[src/rtl/uart_host_rx.sv]
// Host-side 8N1 UART receiver: synchronises rxd, samples bits at mid-period,
// checks the stop bit and queues bytes in a small FIFO behind a valid/ready port.
module uart_host_rx #(
    parameter int CLK_FREQ   = 50000000,
    parameter int BAUD       = 115200,
    parameter int FIFO_DEPTH = 16
) (
    input  logic       clk,
    input  logic       rst_n,
    input  logic       rxd,
    output logic [7:0] data,
    output logic       valid,
    input  logic       ready,
    output logic       frame_err,
    output logic       overflow,
    input  logic       clr_err,
    output logic       busy
);

    localparam int DIV   = (CLK_FREQ + BAUD / 2) / BAUD;
    localparam int HALF  = DIV / 2;
    localparam int CNT_W = $clog2(DIV);
    localparam int AW    = $clog2(FIFO_DEPTH);
    localparam int PW    = AW + 1;

    typedef enum logic [1:0] {IDLE, START, DATA, STOP} state_t;

    // Input synchroniser; presets to the idle level so reset never looks like a start bit
    logic [1:0] sync_reg;
    logic       rx_s;

    always_ff @(posedge clk or negedge rst_n) begin
        if (!rst_n) begin
            sync_reg <= 2'b11;
        end else begin
            sync_reg <= {sync_reg[0], rxd};
        end
    end

    assign rx_s = sync_reg[1];

    state_t             state_reg, state_next;
    logic [CNT_W-1:0]   cnt_reg, cnt_next;
    logic [2:0]         bit_reg, bit_next;
    logic [7:0]         shift_reg, shift_next;
    logic               push;
    logic               frame_set;

    always_ff @(posedge clk or negedge rst_n) begin
        if (!rst_n) begin
            state_reg <= IDLE;
            cnt_reg   <= '0;
            bit_reg   <= '0;
            shift_reg <= '0;
        end else begin
            state_reg <= state_next;
            cnt_reg   <= cnt_next;
            bit_reg   <= bit_next;
            shift_reg <= shift_next;
        end
    end

    always_comb begin
        state_next = state_reg;
        cnt_next   = cnt_reg + 1'b1;
        bit_next   = bit_reg;
        shift_next = shift_reg;
        push       = 1'b0;
        frame_set  = 1'b0;
        case (state_reg)
            IDLE: begin
                cnt_next = '0;
                if (!rx_s) begin
                    state_next = START;
                end
            end
            START: begin
                // A start bit that is high again at its midpoint was only a glitch
                if (cnt_reg == CNT_W'(HALF - 1)) begin
                    cnt_next   = '0;
                    bit_next   = '0;
                    state_next = rx_s ? IDLE : DATA;
                end
            end
            DATA: begin
                if (cnt_reg == CNT_W'(DIV - 1)) begin
                    cnt_next   = '0;
                    shift_next = {rx_s, shift_reg[7:1]};
                    bit_next   = bit_reg + 1'b1;
                    if (bit_reg == 3'd7) begin
                        state_next = STOP;
                    end
                end
            end
            STOP: begin
                if (cnt_reg == CNT_W'(DIV - 1)) begin
                    cnt_next   = '0;
                    push       = 1'b1;
                    frame_set  = !rx_s;
                    state_next = IDLE;
                end
            end
            default: begin
                state_next = IDLE;
                cnt_next   = '0;
            end
        endcase
    end

    assign busy = (state_reg != IDLE);

    // Byte FIFO with an extra pointer bit to tell full from empty
    logic [7:0]    mem [FIFO_DEPTH];
    logic [PW-1:0] wr_ptr_reg, wr_ptr_next;
    logic [PW-1:0] rd_ptr_reg, rd_ptr_next;
    logic [7:0]    data_reg;
    logic [7:0]    head_next;
    logic          empty, full, pop, push_ok, ovf_set;
    logic          frame_err_reg, overflow_reg;

    assign empty   = (wr_ptr_reg == rd_ptr_reg);
    assign full    = (wr_ptr_reg[AW] != rd_ptr_reg[AW]) &&
                     (wr_ptr_reg[AW-1:0] == rd_ptr_reg[AW-1:0]);
    assign pop     = !empty && ready;
    // A pop in the same cycle frees the slot the incoming byte needs
    assign push_ok = push && (!full || pop);
    assign ovf_set = push && full && !pop;

    assign wr_ptr_next = push_ok ? wr_ptr_reg + 1'b1 : wr_ptr_reg;
    assign rd_ptr_next = pop ? rd_ptr_reg + 1'b1 : rd_ptr_reg;

    // The new head bypasses the RAM when it is the byte being written this cycle
    assign head_next = (push_ok && (rd_ptr_next == wr_ptr_reg)) ? shift_reg
                                                                : mem[rd_ptr_next[AW-1:0]];

    always_ff @(posedge clk) begin
        if (push_ok) begin
            mem[wr_ptr_reg[AW-1:0]] <= shift_reg;
        end
    end

    always_ff @(posedge clk or negedge rst_n) begin
        if (!rst_n) begin
            wr_ptr_reg    <= '0;
            rd_ptr_reg    <= '0;
            data_reg      <= '0;
            frame_err_reg <= 1'b0;
            overflow_reg  <= 1'b0;
        end else begin
            wr_ptr_reg <= wr_ptr_next;
            rd_ptr_reg <= rd_ptr_next;
            if (wr_ptr_next != rd_ptr_next) begin
                data_reg <= head_next;
            end
            if (frame_set) begin
                frame_err_reg <= 1'b1;
            end else if (clr_err) begin
                frame_err_reg <= 1'b0;
            end
            if (ovf_set) begin
                overflow_reg <= 1'b1;
            end else if (clr_err) begin
                overflow_reg <= 1'b0;
            end
        end
    end

    assign data      = data_reg;
    assign valid     = !empty;
    assign frame_err = frame_err_reg;
    assign overflow  = overflow_reg;

endmodule
[config.mk]
export PLATFORM = sky130hd
export DESIGN_NAME = uart_host_rx
export DESIGN_NICKNAME = d
export VERILOG_FILES = /design/src/rtl/uart_host_rx.sv
export SDC_FILE = /design/constraint.sdc
export NUM_CORES = 1
export LEC_CHECK = 0
export BUFFER_PORTS_ARGS = -buffer_cell sky130_fd_sc_hd__buf_2
export CAP_MARGIN = 20
export CORE_MARGIN = 4
export CORE_UTILIZATION = 55
export DETAILED_ROUTE_END_ITERATION = 6
export PLACE_DENSITY = 0.74
export SLEW_MARGIN = 15
export SYNTH_ARGS = -nofsm -noshare
export SYNTH_HDL_FRONTEND = slang
export SYNTH_SLANG_ARGS = --single-unit
[constraint.sdc]
create_clock -name clk -period 2.6 [get_ports clk]
set_input_delay 0.13 -clock clk [delete_from_list [all_inputs] [get_ports clk]]
set_output_delay 0.13 -clock clk [all_outputs]
set_load 0.02 [all_outputs]
==> metrics.md, run 1 <==
| Metric | Value |
|---|---|
| Status | `finished, violations left` |
| Failing checks | `negative setup slack` |
| R2r startpoint | `rd_ptr_reg[0]$_DFF_PN0_` |
| Multi-input gate area | `3310 um2` |
| Synth cell types | `77` |
| Yosys top cell by area | `edfxtp_1` |
| Critical Path Max Stage Delay | `450 ps` |
| Ports | `17` |
| Fin crit share | `107%` |
| Fin crit period | `2780 ps` |
| Worst Hold Class | `input port to async pin` |
| DIE WIDTH | `131 um` |
| Final Max Tran Viols | `0` |
| Worst path required time | `2960 ps` |
| Area taken by flip-flops and latches | `4950 um2` |
| Finished Core Util | `70.4%` |
| H-tree levels | `4` |
| Final Cell Area | `10,300 um2` |
| Via count of the routed design | `6,382` |
| EDFF count, synth | `128` |
| All-Layer GR Usage | `27.5%` |
| Fraction of layout cells with a size suffix above 1 | `33.5%` |
| Max reg flops | `128` |
| Post-synthesis sequential area ratio | `59.9%` |
| Final HPWL DP | `15.2 mm` |
| Mapped Nets | `654` |
| Initial antenna violation count | `1` |
| Port Buffers | `16` |
| Crit path top cell by count | `buf_4` |
| Drt total wl | `23.1 mm` |
| WHS | `255 ps` |
| Avg Inst Size Synth | `12.9 um2` |
| Area growth syn-to-layout | `24.8%` |
| Layout Nets | `786` |
| Final setup fails | `8` |
| DRC | `0` |
| Worst Path Arrival | `3130 ps` |
| Syn Inst Count | `639` |
| Worst Path Max Fanout | `8` |
| RSZ-0062 raised after global routing | `yes` |
| Dpl cell area | `9310 um2` |
| Asr flop ratio synth | `25.6%` |
| Final Hold Fails | `0` |
| Setup crit start kind | `flop` |
| Fill cells | `969` |
| Achievable Freq | `360 MHz` |
| Height of the die | `131 um` |
| Iteration-0 DRC Markers | `733` |
| R2R setup slack | `-180 ps` |
| Via density | `6.59` |
| Mapped Area | `8260 um2` |
| Largest net degree at the start of global routing | `37` |
| GPL Wtd Cong | `0.922` |
| FF-to-FF End | `data[1]$_DFFE_PN0P_` |
| Crit path to | `data[1]$_DFFE_PN0P_` |
| Worst path cell trace | `buf_6 -> xnor2_4 -> buf_4 -> nand4_2 -> o21ai_1 -> nand4_1 -> buf_4 -> a2111oi_2 -> buf_4 -> a31oi_2 -> and4_1 -> o21ai_2` |
| Initial Util | `56.4%` |
| Sink Count | `172` |
| Worst Max-Slew Pin Slew | `915 ps` |
| Final worst slack | `-177 ps` |
| Ys flop type | `edfxtp_1` |
| CP startpoint | `rd_ptr_reg[0]$_DFF_PN0_` |
| Full die area | `17,000 um2` |
| Clk_lat worst skew | `430 ps` |
| Clock Skew | `9.07 ps` |
| Clk slew on worst S/H paths | `70 ps` |
| Number of global-route vias before repair | `6,223` |
| CTS Buffer Depth | `2` |
| Core area | `14,600 um2` |
| Highest-delay cell along the critical path | `dfrtp_2` |
| Synth warnings | `0` |
| Synth top cells by count | `128 x edfxtp_1, 44 x nor2_1, 42 x dfrtp_1` |
| Synthesis-stage register bit count | `172` |
| Peak VDD IR | `0.000712 V` |
| DRT Pass-1 Iters | `5` |
| Slew headroom | `39.0%` |
| Crit. End Element | `flop` |
| DR WL/cell | `23.8 um` |
| Clk Tree Root Cell | `clkbuf_16` |
| Setup TNS | `-1030 ps` |
| Cell with the most instances after synthesis | `edfxtp_1` |
| TritonCTS Buffers | `17` |
| LEAKAGE | `4.03 nW` |
| GR Overflow Total | `0` |
| CTS tree | `built` |
| First-pass GRT wire length | `35.1 mm` |
| Synth area leaders | `edfxtp_1 47%, dfrtp_1 13%, o221ai_1 3.2%` |
| Setup CP Type | `flop to flop` |
| Max-cap violations | `0` |
| Yosys top cell area share | `46.6%` |
| Cell Rows | `44` |
| Post-route antenna net violation count | `0` |
| Post-Place Setup Slack | `-646 ps` |
| Reg2reg path depth | `12` |
| Power Density | `1080 nW/um2` |
power breakdown:
group / internal (mW) / switching (mW)
Combinational: 2.60 / 2.97
Clock: 1.33 / 1.07
Sequential: 3.03 / 0.149
Total: 6.96 / 4.19
logic make-up after synthesis:
family / Yosys count / share of synthesized area, %
flops: 172 / 59.9
buf+inv: 59 / 3.27
mux: 12 / 1.74
compound gates: 202 / 18.9
simple gates: 160 / 10.7
xor+xnor: 24 / 3.97
fa+ha+maj: 10 / 1.52
layout by cell type (no fill, tap or decap), types with 8 or more instances in the layout:
master	instances
buf_6	8
nand3_1	9
ha_1	9
o22ai_1	17
xnor2_1	9
a21oi_1	18
o221ai_1	29
o22a_1	16
nor3_1	14
or2_2	10
edfxtp_1	128
mux2_2	8
inv_1	19
clkbuf_16	17
dfrtp_1	39
buf_4	118
and4_1	9
o211ai_1	18
buf_2	16
a211o_1	14
nor2_1	44
nand4b_1	8
o21ai_0	12
nand2_1	23
metrics by stage:
step | instances | power [mW]
detailed placement | 917 | 7.95
CTS | 960 | 10.8
finish | 969 | 11.1
global placement | 917 | 7.84
global route | 968 | 11.6
floorplan | 639 | 6.14
layer usage:
| layer | routed length (um) | up-vias | global-route usage (%) |
|---|---|---|---|
| met5 | 8 | - | 0 |
| met1 | 9520 | 3166 | 37.7 |
| met3 | 2100 | 46 | 6.30 |
| li1 | - | 2818 | - |
| met4 | 552 | 2 | 9.74 |
| met2 | 10900 | 350 | 43.5 |
layout make-up:
cell class | count | area share [%]
Antenna cell | 1 | 0.0243
Clock buffer | 20 | 4.24
Inverter | 21 | 0.789
Multi-Input combinational cell | 409 | 32.1
Clock inverter | 12 | 1.09
Timing Repair Buffer | 150 | 11.5
Sequential cell | 172 | 48.1
Tap cell | 184 | 2.23
worst max-delay path, delay by kind of cell, from the launching register on:
kind	cells	cell delay, ps
AOI/OAI and AO/OA	4	860
buffers and inverters	4	690
and+or+nand+nor	3	480
DFF	1	450
xor gates and xnor gates	1	210
how the worst min path moves through the flow:
| stage | from | endpoint | slack (ps) | cells after the start |
|---|---|---|---|---|
| 2_1_floorplan | rst_n | async pin | -170 | 0 |
| 3_3_place_gp | rst_n | wr_ptr_reg[4]$_DFF_PN0_ | 110 | 1 |
| 3_5_place_dp | rst_n | wr_ptr_reg[4]$_DFF_PN0_ | 120 | 1 |
| 4_1_cts | rst_n | rd_ptr_reg[0]$_DFF_PN0_ | 230 | 2 |
| 5_1_grt | rst_n | rd_ptr_reg[0]$_DFF_PN0_ | 280 | 2 |
| 6_report | rst_n | wr_ptr_reg[4]$_DFF_PN0_ | 260 | 2 |
what timing repair did:
| action | CTS | global route |
|---|---|---|
| resized for setup | 54 | 20 |
| endpoints found under the hold margin | 22 | 0 |
| hold buffers | 3 | 0 |
| pin swaps | 23 | 14 |
| setup endpoints to repair | 127 | 19 |
| buffers inserted | 8 | 7 |
| cloned | 0 | 1 |
(Power assumes the default switching activity.)
==> run 2: changes to the inputs <==
--- a/config.mk
+++ b/config.mk
@@ -6,9 +6,10 @@
 export NUM_CORES = 1
 export LEC_CHECK = 0
 export BUFFER_PORTS_ARGS = -buffer_cell sky130_fd_sc_hd__buf_2
-export CAP_MARGIN = 20
+export CORE_ASPECT_RATIO = 0.75
 export CORE_MARGIN = 4
 export CORE_UTILIZATION = 55
+export CTS_CLUSTER_SIZE = 14
 export DETAILED_ROUTE_END_ITERATION = 6
 export PLACE_DENSITY = 0.74
 export SLEW_MARGIN = 15
==> run 2 against run 1 <==
Effect of this change:
- the run still ends with negative setup slack left
- hold slack got worse by 130 ps
- via count is 2.4% higher
- setup slack better by 120 ps
- wire length rose by 3.0%
- design area is 2.0% higher
- clock power shrank 3%
- register-to-register slack better by 120 ps
- sequential power is essentially flat
- cell count up 1.4%
- fmax is 4.3% higher
- critical path type unchanged
- highest routed layer is now met4
==> metrics.md, run 2 (synthesis results as in run 1) <==
| Metric | Value |
|---|---|
| Core area | `14,600 um2` |
| DR WL/cell | `24.2 um` |
| Worst path cell trace | `buf_6 -> xnor2_4 -> and4_4 -> buf_6 -> buf_6 -> a21oi_4 -> and2_4 -> buf_12 -> o22ai_2 -> or4b_1 -> and4_1 -> o21ai_1` |
| Fin crit period | `2660 ps` |
| Max reg flops | `128` |
| Layout Nets | `784` |
| Setup CP Type | `flop to flop` |
| Failing checks | `negative setup slack` |
| Final Max Tran Viols | `0` |
| Power Density | `1100 nW/um2` |
| Clk_lat worst skew | `430 ps` |
| DRC | `0` |
| Slew headroom | `42.5%` |
| Crit. End Element | `flop` |
| Area growth syn-to-layout | `27.2%` |
| Clk Tree Root Cell | `clkbuf_16` |
| Final Hold Fails | `0` |
| Worst Path Max Fanout | `6` |
| Via density | `6.65` |
| Final setup fails | `8` |
| Status | `finished, violations left` |
| GPL Wtd Cong | `0.945` |
| Post-route antenna net violation count | `0` |
| Fraction of layout cells with a size suffix above 1 | `33.8%` |
| Clock Skew | `9.27 ps` |
| Power Total | `11.5 mW` |
| WHS | `125 ps` |
| Peak VDD IR | `0.000610 V` |
| Port Buffers | `16` |
| Drt total wl | `23.8 mm` |
| Worst path required time | `2950 ps` |
| Cell Rows | `38` |
| Commonest non-fill, non-tap cell in the layout | `edfxtp_1` |
| CTS tree | `built` |
| Ports | `17` |
| Initial antenna violation count | `2` |
| Commonest cells after routing, fill and taps aside | `128 x edfxtp_1, 104 x buf_4, 43 x nor2_1` |
| Largest net degree at the start of global routing | `45` |
| Initial Util | `56.6%` |
| CTS Buffer Depth | `2` |
| RSZ-0062 raised after global routing | `yes` |
| Fin crit share | `102%` |
| Critical Path Max Stage Delay | `510 ps` |
| Sink Count | `172` |
| Number of global-route vias before repair | `6,246` |
| Via count of the routed design | `6,533` |
| Height of the die | `114 um` |
| Worst Hold Class | `input port to async pin` |
| DIE WIDTH | `149 um` |
| All-Layer GR Usage | `27.6%` |
| DRT Pass-1 Iters | `5` |
| Crit path top cell by count | `buf_6` |
| Final worst slack | `-61.2 ps` |
| Clk slew on worst S/H paths | `60 ps` |
| Highest-delay cell along the critical path | `or4b_1` |
| Setup TNS | `-265 ps` |
| Full die area | `17,100 um2` |
| Max-cap violations | `0` |
| First-pass GRT wire length | `35.4 mm` |
| Worst Max-Slew Pin Slew | `862 ps` |
| TritonCTS Buffers | `17` |
| Iteration-0 DRC Markers | `691` |
| Worst Path Arrival | `3010 ps` |
| LEAKAGE | `4.05 nW` |
| Final HPWL DP | `14.9 mm` |
| GR Overflow Total | `0` |
| H-tree levels | `4` |
| Achievable Freq | `376 MHz` |
| Setup crit start kind | `flop` |
## run 2: stage by stage
| step | util [%] | setup WS [ps] | area [um2] | std cells |
|---|---|---|---|---|
| CTS | 69.5 | -43.5 | 10100 | 972 |
| detailed placement | 63.4 | -290 | 9260 | 921 |
| finish | 72.0 | -61.2 | 10500 | 983 |
| global route | 72.0 | -179 | 10500 | 982 |
| global placement | 63.4 | -170 | 9260 | 921 |
| floorplan | - | -31.8 | 8280 | 639 |
## run 2: metal layers
layer	global-route usage, %	wire length [um]	up-vias
met2	41.7	10900	397
li1	-	-	2827
met1	40.0	9630	3248
met3	7.08	2510	61
met5	0	0	-
met4	7.80	667	0
## run 2: worst paths after layout
kind / from / to / slack [ps] / cells after the start
min in group clk: rxd / sync_reg[0]$_DFF_PN1_ / 340 / 2
max in group asynchronous: rst_n / sync_reg[0]$_DFF_PN1_ / 1920 / 3
setup / recovery: rd_ptr_reg[0]$_DFF_PN0_ / data[6]$_DFFE_PN0P_ / -60 / 12
hold / removal: rst_n / rd_ptr_reg[2]$_DFF_PN0_ / 120 / 2
hold reg to reg: sync_reg[0]$_DFF_PN1_ / sync_reg[1]$_DFF_PN1_ / 360 / 0
setup reg to reg: rd_ptr_reg[0]$_DFF_PN0_ / data[6]$_DFFE_PN0P_ / -60 / 12
## run 2: area by class of cell
type                    count  area [um2]
well taps                 200         250
repair buffers            149        1280
fillers                   954        4090
multi-input cells         408        3400
diodes                      1        2.50
inverters                  21        81.3
flip-flops and latches    172        4950
clock buffers              21         440
clock inverters            11        97.6
## run 2: timing repair
action / 4_1_cts / 5_1_grt
gates cloned: 0 / 1
hold endpoints to repair: 45 / 0
setup buffers: 16 / 8
endpoints found under the setup margin: 127 / 55
pin swaps: 16 / 42
hold buffers: 3 / 0
resized for setup: 46 / 48
## run 2: worst max-delay path, delay by kind of cell (launching register included)
| kind | cells | cell delay [ps] |
|---|---|---|
| AO/OA/AOI/OAI | 3 | 340 |
| XOR/XNOR | 1 | 140 |
| buffers and inverters | 4 | 530 |
| flip-flops | 1 | 420 |
| AND/OR/NAND/NOR | 4 | 1140 |
## run 2: where the power goes
| part | leakage (nW) | switching (mW) | internal [mW] |
|---|---|---|---|
| Clock | 0.254 | 1.02 | 1.31 |
| Sequential | 2.01 | 0.148 | 3.03 |
| Combinational | 1.79 | 3.24 | 2.79 |
| Total | 4.05 | 4.41 | 7.13 |
